===== config.mk =====
export PLATFORM = sky130hd
export DESIGN_NAME = scoreboard_regfile
export DESIGN_NICKNAME = d
export VERILOG_FILES = /design/src/rtl/cpu_pkg.sv /design/src/rtl/regfile_bank.sv /design/src/rtl/scoreboard_regfile.sv
export SDC_FILE = /design/constraint.sdc
export NUM_CORES = 2
export LEC_CHECK = 0
export CAP_MARGIN = 20
export CORE_ASPECT_RATIO = 1.1
export CORE_MARGIN = 2
export CORE_UTILIZATION = 53
export DETAILED_ROUTE_END_ITERATION = 10
export GPL_ROUTABILITY_DRIVEN = 0
export HOLD_SLACK_MARGIN = 0.08
export PLACE_DENSITY = 0.81
export SLEW_MARGIN = 5
export SYNTH_ARGS = -nofsm -noshare
export SYNTH_HDL_FRONTEND = slang
export SYNTH_HIERARCHICAL = 1
export SYNTH_SLANG_ARGS = --single-unit

===== constraint.sdc =====
create_clock -name clk_i -period 3.2 [get_ports clk_i]
set_input_delay 0.32 -clock clk_i [delete_from_list [all_inputs] [get_ports clk_i]]
set_output_delay 0.32 -clock clk_i [all_outputs]
set_load 0.02 [all_outputs]

===== src/rtl/cpu_pkg.sv =====
// Shared decode-stage types and constants for the scoreboarded register file.
// The macro WB_BYPASS_EN enables same-cycle writeback forwarding.
package cpu_pkg;

    localparam int XLEN_DEF    = 32;
    localparam int NREG_DEF    = 32;
    localparam int AW_DEF      = $clog2(NREG_DEF);
    localparam int STALL_CNT_W = 16;

    localparam int unsigned ZERO_REG = 0;

    typedef logic [AW_DEF-1:0] reg_addr_t;

endpackage


===== src/rtl/regfile_bank.sv =====
// NREG x XLEN register storage: one write port, NRD combinational read ports.
// Register 0 never stores data and always reads as zero.
module regfile_bank
    import cpu_pkg::*;
#(
    parameter  int XLEN = XLEN_DEF,
    parameter  int NREG = NREG_DEF,
    parameter  int NRD  = 2,
    localparam int AW   = $clog2(NREG)
) (
    input  logic                clk_i,
    input  logic                rst_i,
    input  logic                we_i,
    input  logic [AW-1:0]       waddr_i,
    input  logic [XLEN-1:0]     wdata_i,
    input  logic [NRD*AW-1:0]   raddr_i,
    output logic [NRD*XLEN-1:0] rdata_o
);

    logic [XLEN-1:0] mem_q [NREG];
    logic [XLEN-1:0] mem_d [NREG];

    always_comb begin
        for (int i = 0; i < NREG; i++) begin
            mem_d[i] = mem_q[i];
        end
        if (we_i && (waddr_i != AW'(ZERO_REG))) begin
            mem_d[waddr_i] = wdata_i;
        end
        mem_d[0] = '0;
    end

    always_ff @(posedge clk_i or negedge rst_i) begin
        if (!rst_i) begin
            for (int i = 0; i < NREG; i++) begin
                mem_q[i] <= '0;
            end
        end else begin
            for (int i = 0; i < NREG; i++) begin
                mem_q[i] <= mem_d[i];
            end
        end
    end

    always_comb begin
        rdata_o = '0;
        for (int k = 0; k < NRD; k++) begin
            if (raddr_i[k*AW +: AW] != AW'(ZERO_REG)) begin
                rdata_o[k*XLEN +: XLEN] = mem_q[raddr_i[k*AW +: AW]];
            end
        end
    end

endmodule


===== src/rtl/scoreboard_regfile.sv =====
// Decode-stage register file with write-pending scoreboard and RAW/WAW stall.
// Define WB_BYPASS_EN to forward same-cycle writeback data and clear hazards.
module scoreboard_regfile
    import cpu_pkg::*;
#(
    parameter  int XLEN = XLEN_DEF,
    parameter  int NREG = NREG_DEF,
    parameter  int NRD  = 2,
    localparam int AW   = $clog2(NREG)
) (
    input  logic                   clk_i,
    input  logic                   rst_i,
    input  logic                   issue_valid_i,
    input  logic [NRD*AW-1:0]      issue_rs_i,
    input  logic [NRD-1:0]         issue_rs_used_i,
    input  logic [AW-1:0]          issue_rd_i,
    input  logic                   issue_rd_we_i,
    output logic                   issue_stall_o,
    output logic [NRD*XLEN-1:0]    rdata_o,
    input  logic                   wb_valid_i,
    input  logic [AW-1:0]          wb_rd_i,
    input  logic [XLEN-1:0]        wb_data_i,
    output logic [NREG-1:0]        busy_o,
    output logic [STALL_CNT_W-1:0] stall_cnt_o,
    output logic                   err_o
);

    logic [NREG-1:0]        pend_q, pend_d;
    logic [STALL_CNT_W-1:0] cnt_q, cnt_d;
    logic                   err_q, err_d;
    logic [NRD*XLEN-1:0]    bank_rdata;
    logic [NRD-1:0]         raw;
    logic                   waw;
    logic                   wb_hit;
    logic                   stall;
    logic                   accept;

    regfile_bank #(
        .XLEN (XLEN),
        .NREG (NREG),
        .NRD  (NRD)
    ) u_bank (
        .clk_i   (clk_i),
        .rst_i   (rst_i),
        .we_i    (wb_valid_i),
        .waddr_i (wb_rd_i),
        .wdata_i (wb_data_i),
        .raddr_i (issue_rs_i),
        .rdata_o (bank_rdata)
    );

    always_comb begin
        wb_hit = wb_valid_i && (wb_rd_i != AW'(ZERO_REG));
        raw    = '0;
        for (int k = 0; k < NRD; k++) begin
            raw[k] = issue_rs_used_i[k]
                   && (issue_rs_i[k*AW +: AW] != AW'(ZERO_REG))
                   && pend_q[issue_rs_i[k*AW +: AW]];
`ifdef WB_BYPASS_EN
            if (wb_hit && (wb_rd_i == issue_rs_i[k*AW +: AW])) begin
                raw[k] = 1'b0;
            end
`endif
        end
        waw = issue_rd_we_i
            && (issue_rd_i != AW'(ZERO_REG))
            && pend_q[issue_rd_i];
`ifdef WB_BYPASS_EN
        if (wb_hit && (wb_rd_i == issue_rd_i)) begin
            waw = 1'b0;
        end
`endif
        stall  = issue_valid_i && ((|raw) || waw);
        accept = issue_valid_i && !stall;
    end

    always_comb begin
        rdata_o = bank_rdata;
`ifdef WB_BYPASS_EN
        for (int k = 0; k < NRD; k++) begin
            if (wb_hit && (wb_rd_i == issue_rs_i[k*AW +: AW])) begin
                rdata_o[k*XLEN +: XLEN] = wb_data_i;
            end
        end
`endif
    end

    // Set after clear: a same-cycle new writer keeps the entry pending.
    always_comb begin
        pend_d = pend_q;
        if (wb_hit) begin
            pend_d[wb_rd_i] = 1'b0;
        end
        if (accept && issue_rd_we_i && (issue_rd_i != AW'(ZERO_REG))) begin
            pend_d[issue_rd_i] = 1'b1;
        end
        pend_d[0] = 1'b0;
    end

    always_comb begin
        err_d = err_q || (wb_hit && !pend_q[wb_rd_i]);
        cnt_d = cnt_q;
        if (stall && (cnt_q != '1)) begin
            cnt_d = cnt_q + STALL_CNT_W'(1);
        end
    end

    always_ff @(posedge clk_i or negedge rst_i) begin
        if (!rst_i) begin
            pend_q <= '0;
            cnt_q  <= '0;
            err_q  <= 1'b0;
        end else begin
            pend_q <= pend_d;
            cnt_q  <= cnt_d;
            err_q  <= err_d;
        end
    end

    assign issue_stall_o = stall;
    assign busy_o        = pend_q;
    assign stall_cnt_o   = cnt_q;
    assign err_o         = err_q;

endmodule


Yosys cells after proc, flatten, opt, wreduce, memory -nomap -nowiden

Index checks and enable logic that the tools add are counted.

Input port bits: 59
Register bits: 1040
Word-level logic and storage cells: 102

Eq/ne operators: 1
Add/subtract/negate cells: 1
Reductions and logical operators: 25
Bitwise gates (word level): 6
$lt $le $gt $ge: 10
Muxes and demuxes: 25

Operator list:

| kind                                                                          | number |
|---|---|
| 1024-bit bitwise mux                                                          | 1 |
| 32-bit binary-select mux with 5-bit select                                    | 2 |
| 32-bit 2-to-1 mux                                                             | 9 |
| 32-bit demux with 5-bit select                                                | 1 |
| 32-bit bitwise AND                                                            | 1 |
| 32-bit inverter                                                               | 1 |
| 32-bit OR                                                                     | 1 |
| 5-bit by 6-bit less-than comparator with 1-bit output (second input constant) | 4 |
| 1-bit binary-select mux with 5-bit select                                     | 4 |
| 5-bit nonzero test                                                            | 4 |
| 6-bit >= comparator (second input constant)                                   | 3 |
| 5-bit inverter with 6-bit output                                              | 3 |
| 16-bit by 1-bit adder with 16-bit output (second input constant)              | 1 |
| 1-bit logical AND                                                             | 16 |
| 16-bit inequality test (second input constant)                                | 1 |
| 1-bit demux with 5-bit select                                                 | 2 |
| 5-bit by 1-bit >= comparator with 1-bit output (second input constant)        | 2 |
| 6-bit by 1-bit less-than comparator with 1-bit output (second input constant) | 1 |
| 1-bit 2-to-1 mux                                                              | 6 |
| 1-bit zero test                                                               | 2 |
| 1-bit logical OR                                                              | 2 |
| 2-bit OR reduction                                                            | 1 |

Depth between registers and ports, before layout

Depth in word-level cells: 11
Depth in mapped cells: 11
Mapped depth without buffers: 8

Cells and area by module

Netlist, hierarchy kept.

By module, submodules not included:

| module             | area each (um2) | instances | seq. area each (um2) | cells each |
|---|---|---|---|---|
| regfile_bank       | 53842.9         | 1         | 24823.8              | 4075 |
| scoreboard_regfile | 3353.2          | 1         | 1201.2               | 315 |

Worst setup path before layout

No wires, ideal clock.

Kind: register to register
Start: register pend_q[9], in the netlist busy_o[9]
End: register cnt_q[12], in the netlist stall_cnt_o[12]
Setup slack: 0.847 ns
Arrival time: 2.225 ns
Cell stages (with the launch flop): 9
Setup time: 0.128 ns
Cells stage by stage: dfrtp_1 -> mux4_1 -> a22o_1 -> a211oi_1 -> a211oi_2 -> o21ai_0 -> nand2_1 -> nand4_1 -> mux2_1

Longest elaborated chain between the ends: 7

Ends and longest elaborated chain:

| item                                      | RTL line                  | text |
|---|---|---|
| from (decl)                               | scoreboard_regfile.sv:28  | `logic [NREG-1:0] pend_q, pend_d;` |
| from (signal assigned)                    | scoreboard_regfile.sv:114 | `pend_q <= pend_d;` |
| 1-bit binary-select mux with 5-bit select | scoreboard_regfile.sv:58  | `&& pend_q[issue_rs_i[k*AW +: AW]];` |
| 1-bit 2-to-1 mux (implied by the code)    | scoreboard_regfile.sv:58  |  |
| 1-bit logical AND                         | scoreboard_regfile.sv:58  |  |
| 2-bit OR reduction                        | scoreboard_regfile.sv:73  | `stall = issue_valid_i && ((\|raw) \|\| waw);` |
| 1-bit logical OR *                        | scoreboard_regfile.sv:73  |  |
| 1-bit logical AND *                       | scoreboard_regfile.sv:73  |  |
| named net issue_stall_o                   | scoreboard_regfile.sv:18  | `output logic issue_stall_o,` |
| 1-bit logical AND *                       | scoreboard_regfile.sv:103 | `if (stall && (cnt_q != '1)) begin` |
| to (signal assigned)                      | scoreboard_regfile.sv:115 | `cnt_q <= cnt_d;` |
| to (decl)                                 | scoreboard_regfile.sv:29  | `logic [STALL_CNT_W-1:0] cnt_q, cnt_d;` |

The timed path passes the listed nets; every way through them passes the cells marked *. The select of a mux whose other input is x is not followed.
A chain may end at the register's enable or synchronous reset.

Worst setup path after layout

Start: input port issue_rs_i[9]
End: output port rdata_o[41]

Longest elaborated chain between the ends: 5

Ends and longest elaborated chain:

| item                                                   | RTL line                 | text |
|---|---|---|
| from (decl)                                            | scoreboard_regfile.sv:14 | `input logic [NRD*AW-1:0] issue_rs_i,` |
| 5-bit inverter with 6-bit output (implied by the code) | regfile_bank.sv:49       | `rdata_o[k*XLEN +: XLEN] = mem_q[raddr_i[k*AW +: AW]];` |
| 32-bit binary-select mux with 5-bit select             | regfile_bank.sv:49       |  |
| 32-bit 2-to-1 mux (implied by the code) (2 in a row)   | regfile_bank.sv:49       |  |
| 32-bit 2-to-1 mux *                                    | regfile_bank.sv:48       | `if (raddr_i[k*AW +: AW] != AW'(ZERO_REG)) begin` |
| to (decl)                                              | scoreboard_regfile.sv:19 | `output logic [NRD*XLEN-1:0] rdata_o,` |

Every way passes the cells marked *; elsewhere a longest branch is shown, timed or not. The select of a mux whose other input is x is not followed.

==> impl_metrics.csv <==
group,metric,value,unit
worst_setup_path,crit_buf_inv,4,
layout,drive_gt1_share,40.1,%
clocking,htree_levels,3,
sta,timing.final.ws_setup,-0.0330,ns
grt,antenna_found_initial,17,
power_and_ir_drop,power,39.3,mW
detailed_routing,vias,42100,
layout,register_area,26000,µm²
flow_run,max_cap_viol_count,0,
detailed_routing,drt_iter0_drc,4930,
placed_design,dp_slack,-0.249,ns
worst_setup_path,crit_path_max_fanout,10,
synthesis,synth_seq_cells,1040,
grt,grt_first_pass_wirelength,274000,µm
worst_setup_path,critPathTopFamily,"buffers and inverters",
floorplan,die_x,317,µm
sta,fin_crit_sh,101,%
power_and_ir_drop,seq_power_share,45.0,%
detailed_routing,drt_wl_total,184000,µm
layout,syn_to_final_growth,15.5,%
floorplan,die_area,111000,µm²
detailed_routing,vias_per_cell,6.92,
worst_setup_path,crit_path_start_kind,"input pin",
placed_design,place_hpwl,115000,µm
floorplan,row_count,126,
sta,fmax,309,MHz
worst_setup_path,cp-end-kind,"primary output",
synthesis,synth_cell_types,76,
grt,grtUsageTotal,33.0,%
clocking,clock_path_buffers,3,
clocking,cts.clk_slew.worst_paths,0.06,ns
clocking,clockRootBuffer,"clkbuf_16",
synthesis,synth_edf_count,0,
clocking,cts_tree,"done",
layout,instances_no_fill,6080,
worst_hold_path,min_path_type,"in2async",
floorplan,core_area,107000,µm²
sta,hold_ws,0.0906,ns
worst_setup_path,worstPathRequired,2.88,ns
detailed_routing,first_pass_iters,6,
floorplan,initial_core_util,53.4,%
worst_setup_path,cp_slowest_cell,"clkdlybuf4s50_1",
floorplan,num_io_pins,173,
clocking,cts_made_buffers,110,
floorplan,dieHeight,349,µm
layout,fillers,8008,
synthesis,syn_area,57200,µm²
grt,overflow,0,
sta,min_period,3.23,ns
clocking,clock-sinks,1040,
status,status,"finished, violations left",
synthesis,synthCells,4390,
power_and_ir_drop,p_clk_share,32.3,%
sta,hold_violations,0,
worst_setup_path,worstPathCellList,"clkdlybuf4s50_1, buf_4, nand2b_2, buf_4, a31oi_1, nor3_1, clkdlybuf4s50_1",
synthesis,ys.warnings.count,6,
detailed_routing,drc_errors,0,
detailed_routing,drtAntennaViolNets,0,
power_and_ir_drop,ir_drop,0.514,mV
status,violations,"setup timing",
sta,slew_violations,0,
grt,grt_max_degree,129,
detailed_routing,routedWlPerCell,30.3,µm
synthesis,yosysSeqAreaShare,45.5,%
power_and_ir_drop,power.internal,27.9,mW
worst_setup_path,crit_type,"in2out",
clocking,clk_latency,0.72,ns
layout,utilization,61.6,%
synthesis,ys.flop_type,"dfrtp_1",
layout,multi_input_area,29100,µm²
worst_setup_path,cp_data_arrival_time,2.91,ns
synthesis,synth_nets,4450,
synthesis,syn_area_per_cell,13.0,µm²
grt,grt_pass1_vias,43100,
worst_setup_path,cpPeakStageDelay,0.69,ns
sta,fin_skew,0.00672,ns
power_and_ir_drop,p_leak,29.6,nW
synthesis,synthArstFlopShare,100,%
power_and_ir_drop,combPwrFrac,22.7,%
layout,nets,4631,
sta,slew_headroom,24.3,%
power_and_ir_drop,power_density,596,nW/µm²
placed_design,placed_cells,5857,
placed_design,port_buffers,171,
power_and_ir_drop,switchingPower,11.5,mW
sta,worstMarginPinSlew,1.13,ns
power_and_ir_drop,switching_share,29.2,%
sta,setup_viol,1,
[cells by family (layout without fill, tap and decap cells)]
group / Yosys count / count (layout) / synth area share, %
adder cells (fa/ha/maj): 1 / 1 / 0.0219
AND/OR/NAND/NOR: 409 / 409 / 4.43
flip-flops: 1040 / 1040 / 45.5
AO/OA/AOI/OAI: 606 / 606 / 7.28
XOR/XNOR: 14 / 14 / 0.214
multiplexers: 1869 / 1869 / 38.3
other: 1 / 11 / 0.00656
buffers and inverters: 450 / 722 / 4.28
[Yosys cell counts (12+ instances only)]
library cell  number  share of area (%)
buf_4             64               0.84
nand3b_1          13               0.17
a31oi_1           16               0.18
buf_6             36               0.71
o21ai_0           64               0.56
nand2b_1          12               0.13
mux2i_1          661                 12
dfrtp_1         1040                 46
clkbuf_1         183                1.2
nor2b_1           62               0.68
nand2_1           34               0.22
a22oi_1           65               0.85
mux4_2           143                5.6
a211oi_1          49               0.64
xnor2_1           12               0.18
a221o_1           64                1.1
nor4_1            18               0.20
nor3_1           144                1.3
a21oi_1           51               0.45
buf_1             18               0.12
a22o_1            16               0.24
nand3_1           14               0.12
mux2_1            14               0.28
mux2_2          1047                 21
nor4_2            32               0.70
o22ai_1          259                2.8
nor2_1            23               0.15
buf_2            139                1.2
[cell usage in the layout (no fill, tap or decap), types with 10 or more instances in the layout]
master           netlist  final
mux2_2              1047   1047
dfrtp_1             1040   1035
mux2i_1              661    661
buf_4                 64    264
o22ai_1              259    259
mux4_2               143    144
nor3_1               144    142
clkdlybuf4s50_1        0    125
clkbuf_16              0    113
buf_12                 3     95
a22oi_1               65     65
a221o_1               64     64
o21ai_0               64     63
nor2b_1               62     58
a21oi_1               51     51
a211oi_1              49     43
nor4_2                32     40
clkbuf_1             183     37
clkbuf_8               0     26
nand2_2                2     18
nand2_1               34     17
clkinv_2               0     17
a22o_1                16     16
nor2_4                 0     16
a31oi_1               16     15
nand3_1               14     14
mux2_1                14     14
nand3b_1              13     13
xnor2_1               12     12
nor2_1                23     11
diode_2                0     10
a211oi_2               4     10
buf_8                  2     10
[worst register-to-register path: stages, from the launching register on]
cell,delay [ns]
dfrtp_1,0.47
mux4_1,0.57
nand2_1,0.10
nand3_1,0.08
a41o_1,0.32
nor2_1,0.24
nand4b_1,0.41
o21ai_0,0.40
[flip-flops by register name, indices dropped and copies added, names as in the netlist]
signal,flops
u_bank/mem_q,992
err_o,1
busy_o,31
stall_cnt_o,16
[stage by stage]
| step | setup TNS, ns | area (µm²) |
|---|---|---|
| floorplan | 0 | 57200 |
| finish | -0.0330 | 66100 |
| global route | -0.0290 | 66100 |
| CTS | 0 | 65800 |
| detailed placement | -1.06 | 62100 |
| global placement | -0.949 | 62100 |
[timing repair]
item / CTS / global route
buffers inserted: 0 / 1
gates resized for setup: 28 / 25
pin swaps: 3 / 2
setup endpoints to repair: 20 / 14
endpoints found under the hold margin: 547 / 0
hold buffers: 1 / 0
[power by group through the flow]
stage	Combinational, mW	Clock, mW	Sequential, mW
global placement	8.38	0	17.6
floorplan	6.02	0	17.3
detailed placement	8.66	0	17.8
global route	9.45	13.4	18.0
CTS	8.78	12.8	17.6
finish	8.92	12.7	17.7
[area by class of cell]
type | instances | share of cell area (%)
flip-flops and latches | 1040 | 39.4
clock buffers | 175 | 4.99
multi-input cells | 2900 | 44.0
diodes | 10 | 0.0379
inverters | 4 | 0.0227
repair buffers | 515 | 8.44
well taps | 1408 | 2.67
clock inverters | 28 | 0.409
[worst paths after layout]
check,cells after the start,startpoint,slack (ns),end
worst max-delay path,7,issue_rs_i[9],-0.03,rdata_o[41]
worst min-delay path,2,rst_i,0.09,stall_cnt_o[15]$_DFFE_PN0P_
worst max register to register,7,busy_o[23]$_DFF_PN0_,0.48,busy_o[29]$_DFF_PN0_
worst min register to register,1,stall_cnt_o[15]$_DFFE_PN0P_,0.50,stall_cnt_o[15]$_DFFE_PN0P_
max in group asynchronous,4,rst_i,1.96,u_bank/mem_q[602]$_DFFE_PN0P_
min in group clk_i,2,wb_data_i[16],0.37,u_bank/mem_q[496]$_DFFE_PN0P_
[per-layer routing]
layer	GRT usage (%)	routed length (µm)	vias up
met3	9.06	19700	724
met5	0	85	-
met1	42.2	68800	21600
met2	50.5	83700	2649
li1	-	-	17100
met4	19.1	11800	12
(Power assumes the default switching activity.)
